--- config.mk ---
export PLATFORM = sky130hd
export DESIGN_NAME = board_renderer
export DESIGN_NICKNAME = d
export VERILOG_FILES = /design/src/rtl/board_pkg.sv /design/src/rtl/board_bank.sv /design/src/rtl/board_renderer.sv
export SDC_FILE = /design/constraint.sdc
export NUM_CORES = 2
export LEC_CHECK = 0
export BUFFER_PORTS_ARGS = -buffer_cell sky130_fd_sc_hd__buf_2
export CORE_AREA = 5 5 363 633
export DETAILED_ROUTE_END_ITERATION = 7
export DIE_AREA = 0 0 368 638
export MAX_ROUTING_LAYER = met4
export SYNTH_ARGS = -nofsm -noshare
export SYNTH_HDL_FRONTEND = slang
export SYNTH_HIERARCHICAL = 1
export SYNTH_SLANG_ARGS = --single-unit
--- constraint.sdc ---
create_clock -name clock -period 5.6 [get_ports clock]
set_input_delay 0.28 -clock clock [delete_from_list [all_inputs] [get_ports clock]]
set_output_delay 0.28 -clock clock [all_outputs]
set_load 0.01 [all_outputs]
--- src/rtl/board_pkg.sv ---
// Shared constants, state encoding and cell addressing for the board renderer.
package board_pkg;
    localparam int COLS  = 10;
    localparam int ROWS  = 20;
    localparam int CW    = 3;
    localparam int CELLS = ROWS * COLS;
    localparam int IDX_W = 8;
    localparam int ROW_W = 5;
    localparam int COL_W = 4;
    localparam int CNT_W = 10;

    typedef enum logic [1:0] {
        ST_IDLE    = 2'd0,
        ST_PENDING = 2'd1,
        ST_COPY    = 2'd2
    } state_e;

    typedef enum logic [CW-1:0] {
        CLR_EMPTY  = 3'd0,
        CLR_CYAN   = 3'd1,
        CLR_YELLOW = 3'd2,
        CLR_PURPLE = 3'd3,
        CLR_GREEN  = 3'd4,
        CLR_RED    = 3'd5,
        CLR_BLUE   = 3'd6,
        CLR_ORANGE = 3'd7
    } color_e;

    function automatic logic [IDX_W-1:0] cell_idx(input logic [ROW_W-1:0] row,
                                                  input logic [COL_W-1:0] col);
        return IDX_W'(row) * IDX_W'(COLS) + IDX_W'(col);
    endfunction
endpackage

--- src/rtl/board_bank.sv ---
// One board's worth of cell colours: single write port, pixel and copy read ports.
module board_bank
    import board_pkg::*;
(
    input  logic             clock,
    input  logic             reset_n,
    input  logic             we_i,
    input  logic [IDX_W-1:0] waddr_i,
    input  logic [CW-1:0]    wdata_i,
    input  logic [IDX_W-1:0] pix_addr_i,
    output logic [CW-1:0]    pix_data_o,
    input  logic [IDX_W-1:0] copy_addr_i,
    output logic [CW-1:0]    copy_data_o
);
    logic [CW-1:0] cells_q [CELLS];

    always_ff @(posedge clock) begin
        if (!reset_n) begin
            for (int i = 0; i < CELLS; i++) cells_q[i] <= '0;
        end else if (we_i) begin
            cells_q[waddr_i] <= wdata_i;
        end
    end

    assign pix_data_o  = (pix_addr_i  < IDX_W'(CELLS)) ? cells_q[pix_addr_i]  : '0;
    assign copy_data_o = (copy_addr_i < IDX_W'(CELLS)) ? cells_q[copy_addr_i] : '0;
endmodule

--- src/rtl/board_renderer.sv ---
// Double-buffered game board: back bank is written by game logic, swapped at the
// frame boundary, and the front bank is scanned out as a registered pixel colour.
//   state   | meaning
//   IDLE    | accepting cell writes and commits into the back bank
//   PENDING | commit taken, waiting for the first blanking line to swap
//   COPY    | seeding the new back bank from the freshly displayed front bank
module board_renderer
    import board_pkg::*;
(
    input  logic             clock,
    input  logic             reset_n,
    input  logic [CNT_W-1:0] count_x,
    input  logic [CNT_W-1:0] count_y,
    input  logic             in_display,
    input  logic             hsync_in,
    input  logic             vsync_in,
    input  logic             wr_valid,
    output logic             wr_ready,
    input  logic [ROW_W-1:0] wr_row,
    input  logic [COL_W-1:0] wr_col,
    input  logic [CW-1:0]    wr_color,
    input  logic             commit_valid,
    output logic             commit_ready,
    output logic             busy,
    output logic             swap_pulse,
    output logic [CW-1:0]    rgb,
    output logic             hsync,
    output logic             vsync
);
    state_e           state_q, state_d;
    logic             bank_sel_q, bank_sel_d;
    logic [IDX_W-1:0] copy_idx_q, copy_idx_d;
    logic [CW-1:0]    rgb_q;
    logic             hsync_q, vsync_q;

    logic             pix_in, frame_edge, wr_in_range;
    logic [IDX_W-1:0] pix_idx;
    logic             back_we;
    logic [IDX_W-1:0] back_waddr;
    logic [CW-1:0]    back_wdata;
    logic [CW-1:0]    pix0, pix1, copy0, copy1, front_pix, front_copy;

    assign pix_in      = in_display && (count_x < CNT_W'(COLS)) && (count_y < CNT_W'(ROWS));
    assign pix_idx     = pix_in ? cell_idx(count_y[ROW_W-1:0], count_x[COL_W-1:0]) : '0;
    assign frame_edge  = (count_y == CNT_W'(ROWS)) && (count_x == '0);
    assign wr_in_range = (wr_row < ROW_W'(ROWS)) && (wr_col < COL_W'(COLS));
    assign front_pix   = bank_sel_q ? pix1  : pix0;
    assign front_copy  = bank_sel_q ? copy1 : copy0;

    // bank_sel selects the front bank; the other one is always the write target
    board_bank u_bank0 (
        .clock       (clock),
        .reset_n     (reset_n),
        .we_i        (back_we & bank_sel_q),
        .waddr_i     (back_waddr),
        .wdata_i     (back_wdata),
        .pix_addr_i  (pix_idx),
        .pix_data_o  (pix0),
        .copy_addr_i (copy_idx_q),
        .copy_data_o (copy0)
    );

    board_bank u_bank1 (
        .clock       (clock),
        .reset_n     (reset_n),
        .we_i        (back_we & ~bank_sel_q),
        .waddr_i     (back_waddr),
        .wdata_i     (back_wdata),
        .pix_addr_i  (pix_idx),
        .pix_data_o  (pix1),
        .copy_addr_i (copy_idx_q),
        .copy_data_o (copy1)
    );

    always_comb begin
        state_d      = state_q;
        bank_sel_d   = bank_sel_q;
        copy_idx_d   = copy_idx_q;
        wr_ready     = 1'b0;
        commit_ready = 1'b0;
        busy         = 1'b0;
        swap_pulse   = 1'b0;
        back_we      = 1'b0;
        back_waddr   = copy_idx_q;
        back_wdata   = front_copy;
        if (reset_n) begin
            case (state_q)
                ST_IDLE: begin
                    wr_ready     = 1'b1;
                    commit_ready = 1'b1;
                    if (wr_valid && wr_in_range) begin
                        back_we    = 1'b1;
                        back_waddr = cell_idx(wr_row, wr_col);
                        back_wdata = wr_color;
                    end
                    if (commit_valid) state_d = ST_PENDING;
                end
                ST_PENDING: begin
                    busy = 1'b1;
                    if (frame_edge) begin
                        bank_sel_d = ~bank_sel_q;
                        swap_pulse = 1'b1;
                        copy_idx_d = '0;
                        state_d    = ST_COPY;
                    end
                end
                ST_COPY: begin
                    busy       = 1'b1;
                    back_we    = 1'b1;
                    copy_idx_d = copy_idx_q + IDX_W'(1);
                    if (copy_idx_q == IDX_W'(CELLS - 1)) state_d = ST_IDLE;
                end
                default: state_d = ST_IDLE;
            endcase
        end
    end

    always_ff @(posedge clock) begin
        if (!reset_n) begin
            state_q    <= ST_IDLE;
            bank_sel_q <= 1'b0;
            copy_idx_q <= '0;
            rgb_q      <= '0;
            hsync_q    <= 1'b1;
            vsync_q    <= 1'b1;
        end else begin
            state_q    <= state_d;
            bank_sel_q <= bank_sel_d;
            copy_idx_q <= copy_idx_d;
            rgb_q      <= pix_in ? front_pix : '0;
            hsync_q    <= hsync_in;
            vsync_q    <= vsync_in;
        end
    end

    assign rgb   = rgb_q;
    assign hsync = hsync_q;
    assign vsync = vsync_q;
endmodule

==> impl_metrics.env <==
export IMPL_status="complete, but fails checks"
export IMPL_failed_checks="capacitance limit"
export IMPL_synth_edf_count=1376
export IMPL_grt_pass1_wl_um=390400
export IMPL_path_class="reg -> reg"
export IMPL_core_area_mm2=0.2239
export IMPL_antenna_found_initial=11
export IMPL_cap_viol_max_count=1
export IMPL_r2r_slack_ns=0.42
export IMPL_netSwitchingFraction=0.2316
export IMPL_first_global_vias=54820
export IMPL_p_leak_nw=32.88
export IMPL_die_x_um=368
export IMPL_synthFlopType="edfxtp_1"
export IMPL_end_kind="flop"
export IMPL_start_util=0.3486
export IMPL_synth_cells=5983
export IMPL_wl_per_cell_um=31.46
export IMPL_grt_util_met2=0.4031
export IMPL_num_vias=53960
export IMPL_clock_latency_ns=0.82
export IMPL_dp_hpwl_um=190900
export IMPL_max_slew_margin=0.006494
export IMPL_use_met1=0.2261
export IMPL_crit_fanout=56
export IMPL_std_cell_rows=230
export IMPL_min_from="commit_valid"
export IMPL_grt_max_degree=137
export IMPL_gp_congestion=0.9914
export IMPL_gr_usage_all_layers=0.2346
export IMPL_power_density_mw_per_mm2=260.7
export IMPL_top_usage_layer="met2"
export IMPL_cp_arrival_ns=5.81
export IMPL_ys_ff_latch=1392
export IMPL_min_delay_path_depth=4
export IMPL_slew_viol_final=0
export IMPL_cts_max_path_buffers=4
export IMPL_r2r_cells=11
export IMPL_fin_crit_sh=0.9247
export IMPL_portBuffers=47
export IMPL_overflow=0
export IMPL_rsz0062_at_grt="false"
export IMPL_p_seq_frac=0.528
export IMPL_drc=0
export IMPL_final_hold_viol_count=0
export IMPL_synth_seq_area_share=0.5336
export IMPL_drive_above_1_share=0.2278
export IMPL_syn_to_final_growth_pct=10.98
export IMPL_r2r_start="copy_idx_q[3]"
export IMPL_fin_tns_setup_ns=0
export IMPL_cts_reportedPaths_clkPinSlew_ns=0.07
export IMPL_dieArea_mm2=0.2348
export IMPL_final_util=0.3868
export IMPL_internal_power_mw=17.35
export IMPL_cts_tree="built"
export IMPL_worst_slack_ns=0.4220
export IMPL_min_period_ns=5.178
export IMPL_setup_viol_count_final=0
export IMPL_skew_ns=0.06816
export IMPL_routed_wl_um=274900
export IMPL_peakVddDrop_v=0.0002025
export IMPL_ys_warnings_count=6
export IMPL_grt_util_met3=0.03570
export IMPL_tightest_slew_ns=1.485
export IMPL_syn_nets=6049
export IMPL_hold_path_class="in -> reg"
export IMPL_fmax_ghz=0.1931
export IMPL_syn_avg_cell_area_um2=13.04
export IMPL_p_comb_frac=0.058
export IMPL_clkPwrFrac=0.414
export IMPL_dr_pass1_iters=6
export IMPL_dp_slack_ns=0.2416
export IMPL_layout_nets=5809
export IMPL_numCtsBuffers=143
export IMPL_htreeDepth=4
export IMPL_synth_cell_types=83
export IMPL_worstPathRequired_ns=6.24
export IMPL_antenna_left=0
export IMPL_cts_root_buf="clkbuf_16"
export IMPL_hold_end="state_q[0]"
export IMPL_synthArstFlopShare=0
export IMPL_die_h_um=638
export IMPL_ios=48
export IMPL_timing_rr_end="u_bank1/cells_q[196][0]"
export IMPL_clock_sinks=1392
export IMPL_synth_area_mm2=0.07804
export IMPL_cp_start_kind="flop"
export IMPL_initialDrtViolationCount=5837
export IMPL_via_per_inst=6.174
export IMPL_p_total_mw=22.58
export IMPL_p_switching_mw=5.228
==> layout make-up <==
cell class                      count  area (µm²)
Clock inverter                     67       618.1
Antenna cell                        9       22.52
Sequential cell                  1392       41660
Fill cell                       20670      137300
Tap cell                         2900        3628
Multi-Input combinational cell   3831       33630
Inverter                           32       120.1
Timing Repair Buffer              343        3188
Clock buffer                      165        3745
==> repair_timing <==
item                      CTS  global route
resized for setup           0             0
hold buffers                3             0
setup buffers               0             0
hold endpoints to repair   64             0
==> metal layers <==
| metal | routed length [µm] | share of wire | vias to the layer above |
|---|---|---|---|
| met5 | 0 | 0 | - |
| met4 | 32580 | 0.12 | 0 |
| met3 | 18230 | 0.066 | 1150 |
| met1 | 84360 | 0.31 | 27440 |
| met2 | 139700 | 0.51 | 2773 |
| li1 | - | - | 22590 |
==> worst max-delay path, cell delays in order (launching register included) <==
cell      delay (ns)
dfxtp_2         0.99
nand2b_1        0.67
o221ai_1        0.67
a21oi_1         0.15
buf_4           0.21
nor4_1          0.56
o32a_1          0.28
mux2i_1         0.11
a21oi_4         0.47
buf_12          0.34
buf_4           0.31
and3_1          0.18
==> cell families (layout without fill, tap and decap cells) <==
group                    count (synthesis)  after routing  synth area share
AND/OR/NAND/NOR                       2616           2616            0.1721
other                                    0              9                 0
multiplexers                           854            854            0.2185
adder cells (fa/ha/maj)                 27             27          0.004714
AO/OA/AOI/OAI                          319            319           0.02804
buffers and inverters                  760            607           0.04127
flip-flops                            1392           1392            0.5336
XOR/XNOR                                15             15          0.001876
==> synthesized netlist by cell type (5+ instances only) <==
master     number  area [µm²]
a211oi_1        9       67.56
a21o_1          5       37.54
a21oi_1        59       295.3
a221o_1         7       70.07
a221oi_1       25       219.0
a22o_1          7       61.31
a22oi_1        42       315.3
a31oi_1        21       131.4
and2_1         21       131.4
and3_1       1206        7545
buf_1          29       108.9
buf_2          72       360.4
buf_4          39       292.8
buf_6          17       191.4
clkbuf_1      570        2140
dfxtp_1        16       320.3
edfxtp_1     1376       41320
ha_1           23       287.8
inv_1          27       101.4
mux2_2         13       146.4
mux2i_1       164        1642
mux4_2        673       15160
nand2_1       939        3525
nand2b_1       26       162.7
nand3_1        40       200.2
nand4_1        13       81.33
nand4b_1        5       43.79
nor2_1        207       777.0
nor2b_1        31       193.9
nor3_1         69       345.3
nor3b_1         6       45.04
nor4_1         23       143.9
o2111ai_1       6       52.55
o211ai_1        8       60.06
o21ai_0        56       280.3
o221ai_1        8       70.07
o22ai_1        20       125.1
o31ai_1         5       37.54
or2_2           8       50.05
xnor2_1         7       61.31
xor2_1          7       61.31
==> per-stage QoR <==
| step | cells | hold slack, ns | area [µm²] |
|---|---|---|---|
| 2_1_floorplan | 5983 | 0.3815 | 78040 |
| 3_3_place_gp | 8494 | 0.4617 | 82190 |
| 3_5_place_dp | 8494 | 0.4660 | 82190 |
| 4_1_cts | 8729 | 0.04371 | 86580 |
| 5_1_grt | 8733 | 0.1349 | 86590 |
| 6_report | 8739 | 0.1191 | 86610 |
==> layout by cell type (no fill, tap or decap), drive strengths merged, types with 7 or more instances in the layout <==
cell / synthesis / final
xor2: 7 / 7
ha: 23 / 23
edfxtp: 1376 / 1376
diode: 0 / 9
nor2: 207 / 207
xnor2: 7 / 7
and2: 25 / 25
clkinv: 4 / 48
nor2b: 31 / 31
and3: 1206 / 1206
mux2: 13 / 13
a221o: 7 / 7
nand4: 14 / 14
inv: 28 / 35
clkinvlp: 0 / 7
a22oi: 42 / 42
a31oi: 22 / 22
mux2i: 164 / 164
nor3: 70 / 70
bufinv: 0 / 9
o211ai: 8 / 8
a22o: 7 / 7
a21oi: 59 / 59
nor4: 23 / 23
or2: 8 / 8
dfxtp: 16 / 16
o221ai: 8 / 8
nand2: 939 / 939
mux4: 677 / 677
o22ai: 20 / 20
buf: 157 / 340
o21ai: 60 / 60
clkbuf: 571 / 165
nand3: 40 / 40
a211oi: 9 / 9
nand2b: 26 / 26
a221oi: 25 / 25
==> power groups by stage <==
stage	combinational (mW)	sequential (mW)	clock [mW]
floorplan	0.759	12.0	0
global placement	1.26	12.1	0
detailed placement	1.28	12.1	0
CTS	1.29	11.9	9.49
global route	1.37	11.9	9.86
finish	1.31	11.9	9.35
==> state kept, by name (all words and copies together) (netlist names) <==
name / count
u_bank1/cells_q: 688
rgb: 3
hsync: 1
u_bank0/cells_q: 688
vsync: 1
bank_sel_q: 1
state_q: 2
copy_idx_q: 8
==> worst max path at each step <==
stage / slack [ns] / to / cells after the start / from
after floorplan: 0.35 / u_bank0/cells_q[45][1] / 16 / copy_idx_q[0]
after global placement: 0.23 / rgb[2] / 17 / count_x[1]
after detailed placement: 0.24 / rgb[1] / 16 / count_x[1]
after CTS: 0.67 / u_bank1/cells_q[180][2] / 13 / copy_idx_q[1]
after global routing: 0.53 / u_bank0/cells_q[50][2] / 13 / copy_idx_q[1]
final: 0.42 / u_bank1/cells_q[196][0] / 11 / copy_idx_q[3]
No activity file was read; power rests on OpenSTA's default activity.
